===== src/rtl/sr_drv_pkg.sv =====
// ============================================================================
// Module  : sr_drv_pkg
// Brief   : Shared types and constants for the gated SR latch driver.
// Revision: 1.0 - initial release
// ============================================================================
`default_nettype none

package sr_drv_pkg;

    typedef enum logic [1:0] {
        IDLE  = 2'd0,
        SETUP = 2'd1,
        PULSE = 2'd2,
        HOLD  = 2'd3
    } state_t;

    localparam logic OP_SET = 1'b1;
    localparam logic OP_CLR = 1'b0;

    // Counter width must hold the longest phase length minus one.
    function automatic int calc_cnt_w(input int a, input int b, input int c);
        int m;
        m = a;
        if (b > m) m = b;
        if (c > m) m = c;
        return $clog2(m + 1);
    endfunction

endpackage

`default_nettype wire


===== src/rtl/sr_phase_timer.sv =====
// ============================================================================
// Module  : sr_phase_timer
// Brief   : Loadable down-counter that times one driver phase at a time.
// Revision: 1.0 - initial release
// ============================================================================
`default_nettype none

module sr_phase_timer #(
    parameter int CNT_W = 3
) (
    input  logic             clk,
    input  logic             rst_n,
    input  logic             load,
    input  logic [CNT_W-1:0] load_val,
    output logic [CNT_W-1:0] count,
    output logic             zero
);

    localparam logic [CNT_W-1:0] C_ONE = CNT_W'(1);

    logic [CNT_W-1:0] r_count;

    always_ff @(posedge clk or negedge rst_n) begin
        if (!rst_n) begin
            r_count <= '0;
        end else if (load) begin
            r_count <= load_val;
        end else if (r_count != '0) begin
            r_count <= r_count - C_ONE;
        end
    end

    assign count = r_count;
    assign zero  = (r_count == '0);

endmodule

`default_nettype wire


===== src/rtl/sr_latch_driver.sv =====
// ============================================================================
// Module  : sr_latch_driver
// Brief   : Sequences set/clear commands into a setup/pulse/hold envelope on
//           the S, R and enable pins of a gated SR latch.
//           Optional Q readback check enabled by defining SRDRV_READBACK_EN.
// Revision: 1.0 - initial release
// ============================================================================
`default_nettype none

module sr_latch_driver
    import sr_drv_pkg::*;
#(
    parameter int SETUP_CYC = 1,
    parameter int PULSE_CYC = 4,
    parameter int HOLD_CYC  = 1
) (
    input  logic clk,
    input  logic rst_n,
    input  logic cmd_valid,
    input  logic cmd_op,
    output logic cmd_ready,
    output logic lat_s,
    output logic lat_r,
    output logic lat_en,
    output logic busy,
    output logic done,
    input  logic q_in,
    output logic rb_err,
    output logic rb_err_sticky
);

    localparam int CNT_W = calc_cnt_w(SETUP_CYC, PULSE_CYC, HOLD_CYC);

    localparam logic [CNT_W-1:0] C_SETUP_LD = CNT_W'(SETUP_CYC - 1);
    localparam logic [CNT_W-1:0] C_PULSE_LD = CNT_W'(PULSE_CYC - 1);
    localparam logic [CNT_W-1:0] C_HOLD_LD  = CNT_W'(HOLD_CYC - 1);
    localparam logic [CNT_W-1:0] C_ONE      = CNT_W'(1);

    state_t           r_state;
    state_t           w_state_nxt;
    logic             r_op;
    logic             w_op_nxt;
    logic             r_lat_s;
    logic             r_lat_r;
    logic             r_lat_en;
    logic             r_busy;
    logic             r_done;
    logic             w_lat_s_nxt;
    logic             w_lat_r_nxt;
    logic             w_lat_en_nxt;
    logic             w_done_nxt;
    logic             w_load;
    logic [CNT_W-1:0] w_load_val;
    logic [CNT_W-1:0] w_count;
    logic             w_zero;

    sr_phase_timer #(
        .CNT_W (CNT_W)
    ) u_timer (
        .clk      (clk),
        .rst_n    (rst_n),
        .load     (w_load),
        .load_val (w_load_val),
        .count    (w_count),
        .zero     (w_zero)
    );

    always_ff @(posedge clk or negedge rst_n) begin
        if (!rst_n) begin
            r_state  <= IDLE;
            r_op     <= OP_CLR;
            r_lat_s  <= 1'b0;
            r_lat_r  <= 1'b0;
            r_lat_en <= 1'b0;
            r_busy   <= 1'b0;
            r_done   <= 1'b0;
        end else begin
            r_state  <= w_state_nxt;
            r_op     <= w_op_nxt;
            r_lat_s  <= w_lat_s_nxt;
            r_lat_r  <= w_lat_r_nxt;
            r_lat_en <= w_lat_en_nxt;
            r_busy   <= (w_state_nxt != IDLE);
            r_done   <= w_done_nxt;
        end
    end

    always_comb begin
        w_state_nxt = r_state;
        w_op_nxt    = r_op;
        w_load      = 1'b0;
        w_load_val  = C_SETUP_LD;
        case (r_state)
            IDLE: begin
                if (cmd_valid) begin
                    w_state_nxt = SETUP;
                    w_op_nxt    = cmd_op;
                    w_load      = 1'b1;
                    w_load_val  = C_SETUP_LD;
                end
            end
            SETUP: begin
                if (w_zero) begin
                    w_state_nxt = PULSE;
                    w_load      = 1'b1;
                    w_load_val  = C_PULSE_LD;
                end
            end
            PULSE: begin
                if (w_zero) begin
                    w_state_nxt = HOLD;
                    w_load      = 1'b1;
                    w_load_val  = C_HOLD_LD;
                end
            end
            HOLD: begin
                if (w_zero) begin
                    w_state_nxt = IDLE;
                end
            end
            default: w_state_nxt = IDLE;
        endcase

        // Outputs are decoded from the next state so every pin is a flop;
        // S and R only move on SETUP entry and IDLE return, both with enable low.
        w_lat_s_nxt  = (w_state_nxt != IDLE) && (w_op_nxt == OP_SET);
        w_lat_r_nxt  = (w_state_nxt != IDLE) && (w_op_nxt == OP_CLR);
        w_lat_en_nxt = (w_state_nxt == PULSE);
        w_done_nxt   = ((r_state == PULSE) && w_zero && (HOLD_CYC == 1)) ||
                       ((r_state == HOLD) && (w_count == C_ONE));
    end

    assign cmd_ready = ~r_busy;
    assign busy      = r_busy;
    assign lat_s     = r_lat_s;
    assign lat_r     = r_lat_r;
    assign lat_en    = r_lat_en;
    assign done      = r_done;

`ifdef SRDRV_READBACK_EN
    logic r_rb_sticky;
    logic w_rb_err;

    // The latch has had the whole pulse plus hold to settle by the final HOLD cycle.
    assign w_rb_err = r_done && (q_in != r_op);

    always_ff @(posedge clk or negedge rst_n) begin
        if (!rst_n) begin
            r_rb_sticky <= 1'b0;
        end else if (w_rb_err) begin
            r_rb_sticky <= 1'b1;
        end
    end

    assign rb_err        = w_rb_err;
    assign rb_err_sticky = r_rb_sticky;
`else
    logic w_unused_q_in;
    assign w_unused_q_in = q_in;
    assign rb_err        = 1'b0;
    assign rb_err_sticky = 1'b0;
`endif

endmodule

`default_nettype wire


===== config.mk =====
export PLATFORM = sky130hd
export DESIGN_NAME = sr_latch_driver
export DESIGN_NICKNAME = d
export VERILOG_FILES = /design/src/rtl/sr_drv_pkg.sv /design/src/rtl/sr_phase_timer.sv /design/src/rtl/sr_latch_driver.sv
export SDC_FILE = /design/constraint.sdc
export NUM_CORES = 1
export LEC_CHECK = 0
export CORE_AREA = 2 2 39 41
export DETAILED_ROUTE_END_ITERATION = 12
export DIE_AREA = 0 0 41 43
export HOLD_SLACK_MARGIN = 0.15
export PLACE_DENSITY = 0.77
export SLEW_MARGIN = 40
export SYNTH_ARGS = -nofsm -noshare
export SYNTH_HDL_FRONTEND = slang
export SYNTH_SLANG_ARGS = --single-unit

===== constraint.sdc =====
create_clock -name clk -period 2.8 [get_ports clk]
set_clock_uncertainty 0.05 [all_clocks]
set_input_delay 0.7 -clock clk [delete_from_list [all_inputs] [get_ports clk]]
set_output_delay 0.7 -clock clk [all_outputs]
set_load 0.05 [all_outputs]

-- Word level (Yosys, flattened, before mapping)
Index checks and enable logic that the tools add are counted.
- bits in registers: 11
- latch bits: 0
- bits in writable memories: 0
- bits in read-only memories: 0
- input port bits: 5
- output and inout bits: 8
- word-level logic and storage cells: 41
- memories kept: 0
- add/sub/neg operators: 1
- multipliers: 0
- div/mod/pow operators: 0
- magnitude comparators: 0
- equality and inequality tests: 5
- shift-type cells: 0
- mux-type cells: 14
- bitwise logic cells: 2
- reduce and logical (&&, ||, !) cells: 11
- operator list (cell ; number):
    $mux W2 ; 6
    $pmux W2 S4 ; 1
    $eq A2 B2 Y1 const B ; 3
    $mux W3 ; 2
    $logic_and A1 B1 Y1 ; 4
    $mux W1 ; 4
    $reduce_bool A2 Y1 ; 2
    $eq A3 B1 Y1 const B ; 1
    $logic_not A3 Y1 ; 1
    $reduce_bool A3 Y1 ; 1
    $sub A3 B1 Y3 const B ; 1
    $eq A2 B1 Y1 const B ; 1
    $logic_not A2 Y1 ; 1
    $not A1 Y1 ; 2
    $pmux W1 S2 ; 1
    $reduce_or A2 Y1 ; 1
    $logic_or A1 B1 Y1 ; 1

-- Logic depth before layout (Yosys ltp)
- word-level depth: 5
- mapped depth: 6
- depth with buffers taken out: 6

-- Hierarchy
From an unflattened synthesis, not the netlist that was laid out.
- cell total of the unflattened synthesis: 64
- area total of the unflattened synthesis: 651.9 sq um
- by module, submodules not included (module ; instances ; cells an instance ; area an instance (sq um) ; seq. area each (sq um)):
    sr_latch_driver ; 1 ; 43 ; 451.7 ; 200.2
    sr_phase_timer ; 1 ; 21 ; 200.2 ; 75.1

-- Least setup slack after synthesis
No wires, ideal clock.
- path kind: register to output
- start point: reg r_busy (netlist: busy)
- end point: out cmd_ready
- data arrival time: 0.942 ns
- data required time: 2.050 ns
- path slack: 1.108 ns
- cell stages (with the launch flop): 2
- buffers on the path: 0
- cells stage by stage: dfrtp_1 -> inv_1
- word-level cells in the longest chain between the ends: 1
- RTL lines (element ; line ; source):
    start, declared ; sr_latch_driver.sv:46 ; logic r_busy;
    start signal, assigned ; sr_latch_driver.sv:83 ; r_busy <= (w_state_nxt != IDLE);
    $not A1 Y1 ; sr_latch_driver.sv:133 ; assign cmd_ready = ~r_busy;
    end, declared ; sr_latch_driver.sv:21 ; output logic cmd_ready,
Every way passes these cells.

-- Final worst setup path
Ends and elaborated chain as after synthesis.

==> results.py <==
metrics = {
    "logic_synthesis": {
        "yosysTopAreaCellShare": 0.419,
        "synth_xor_area_frac": 0,
        "synth_compound_area_frac": 0.154,
        "synth_mux_area_frac": 0.0324,
        "async_reset_ff_frac": 1.00,
        "synth_seq_cells": 11,
        "synth_area_um2": 657,
        "ys_warn_count": 0,
        "synthAdderAreaFrac": 0.152,
        "synth_area_leaders": "dfrtp_1, ha_1, inv_1",
        "synth_area_leader_cell": "dfrtp_1",
        "ys_seq_area_frac": 0.419,
        "synth_top_family_by_area": "simple AND/OR/NAND/NOR gates",
        "ys_types": 23,
        "syn_inst": 60,
        "ys.flop_type": "dfrtp_1",
        "synthSimpleGateAreaFrac": 0.168,
        "avgSynthCellArea_um2": 10.9,
        "synth_edf_count": 0,
    },
    "floorplan": {
        "initial_core_util": 0.475,
        "die_height_um": 43,
        "die_w_um": 41,
        "rows": 14,
        "coreArea_um2": 1380,
        "num_io_pins": 13,
        "dieArea_um2": 1760,
    },
    "hold_path": {
        "hold_class": "register to register",
    },
    "grt": {
        "grt_pass1_wl_um": 1930,
        "grt_max_degree": 12,
        "grt_pass1_vias": 477,
        "antenna_found_initial": 0,
        "gr-usage-all-layers": 0.159,
        "grt_overflow_total": 0,
    },
    "clock_network": {
        "clock-sinks": 11,
        "cts_buffers": 3,
        "clk_latency_ps": 270,
        "path_clk_slew_ps": 80,
        "cts-root-buf": "clkbuf_4",
        "post-cts-setup-buffer-count": 0,
        "cts_resized": 0,
        "htree_levels": 1,
        "cts_max_path_buffers": 2,
        "cts_hold_buf": 0,
        "cts_tree": "yes",
    },
    "sta": {
        "max_freq_ghz": 0.445,
        "setup_viol": 0,
        "relSlewSlack": 0.668,
        "setup_tns_ps": 0,
        "fin_crit_sh": 0.802,
        "fin_crit_ps": 2250,
        "finalHoldViolations": 0,
        "tightest_slew_ps": 497,
        "slew_viol_final": 0,
        "grt_setup_unrepaired": "false",
    },
    "status": {
        "status": "completed",
    },
    "finish": {
        "layout.nets": 86,
        "finish.utilization": 0.566,
        "layout-drive-gt1-share": 0.153,
        "area_growth_pct": 19.2,
        "diodes": 0,
    },
    "pwr": {
        "ir_drop_mv": 0.864,
        "powerDensity_nw_per_um2": 1310,
        "p_leak_nw": 0.372,
    },
    "placement": {
        "globalplace.congestion": 0.787,
        "hpwl_um": 826,
        "port_buffers": 9,
    },
    "drt": {
        "drt_iter0_markers": 3,
        "vias": 436,
        "avgViaCountPerCell": 4.95,
        "antenna_left": 0,
        "drc_errors": 0,
        "drt-wirelength-per-cell_um": 11.9,
        "drt_pass1_iterations": 4,
        "totalWireLength_um": 1050,
    },
    "worst_setup_path": {
        "critPathKind": "register to primary output",
        "cp-start-kind": "register",
        "crit_arrival_ps": 1500,
        "setup.worst_path.end_class": "primary output",
        "required_ps": 2050,
        "crit_path_max_fanout": 2,
    },
    "flow_run": {
        "drv_cap": 0,
    },
}
## final timing paths
kind,startpoint,to,cells past startpoint,slack (ps)
max,busy$_DFF_PN0_,cmd_ready,2,550
min,r_op$_DFF_PN0_,r_op$_DFF_PN0_,1,460
max reg2reg,r_state[0]$_DFF_PN0_,lat_en$_DFF_PN0_,6,1010
min reg2reg,r_op$_DFF_PN0_,r_op$_DFF_PN0_,1,460
max in group asynchronous,rst_n,r_state[0]$_DFF_PN0_,1,1660
min in group asynchronous,rst_n,u_timer.count[1]$_DFFE_PN0P_,1,710
## final cells by class
class | count | area [um^2]
Fill cell | 124 | 601
Multi-Input combinational cell | 40 | 340
Sequential cell | 11 | 275
Timing Repair Buffer | 9 | 90.1
Inverter | 8 | 30.0
Clock buffer | 3 | 22.5
Tap cell | 16 | 20.0
Clock inverter | 1 | 5.00
## layout by cell type (no fill, tap or decap), types with 2 or more instances in the layout
cell,n
ha_1,8
nand3b_1,3
nand3_1,2
dfrtp_1,11
inv_1,8
nand2_1,3
clkdlybuf4s50_1,9
clkbuf_4,3
a21oi_1,3
nor2_1,5
or3_1,2
conb_1,2
## Yosys cell counts (2+ instances only)
cell type and count:
nand3_1 2, ha_1 8, nand2_1 3, nor2_1 5
or3_1 2, inv_1 8, buf_4 2, dfrtp_1 11
a21oi_1 3, nand3b_1 3
## registers in the layout (all words and copies together) (netlist names)
register,cells
done,1
lat_r,1
r_op,1
u_timer.count,3
lat_s,1
r_state,2
busy,1
lat_en,1
## cell families (layout without fill, tap and decap cells)
kind of cell | after synthesis | count (layout)
AOI/OAI and AO/OA | 9 | 9
adders and majority gates | 8 | 8
buffers and inverters | 10 | 21
DFF | 11 | 11
muxes | 2 | 2
other | 1 | 2
and+or+nand+nor | 19 | 19
## per-stage QoR
stage	cells	area, um^2	worst slack [ps]	power [W]	hold slack [ps]
floorplan	61	661	1110	0.000778	354
global placement	84	756	705	0.000906	450
detailed placement	84	756	680	0.000926	445
CTS	88	783	540	0.00104	463
global route	88	783	513	0.00111	495
finish	88	783	554	0.00102	460
## critical path, stage by stage (launching register included)
cell and delay (ps):
dfrtp_1 380, inv_1 60, clkdlybuf4s50_1 790
## where the power goes
part	total (W)	internal (W)	switching [W]	leakage, nW
Combinational	0.000639	0.000263	0.000376	0.215
Clock	0.000107	0.0000528	0.0000543	0.0177
Sequential	0.000278	0.000229	0.0000493	0.139
## per-layer routing
layer / up-vias / GRT usage / wire length, um
met4: 0 / 0.0600 / 10
met3: 2 / 0.0471 / 27
met5: - / 0 / 0
met2: 7 / 0.253 / 550
li1: 218 / - / -
met1: 209 / 0.192 / 461
Note: power is estimated with default switching activity, not from simulation.
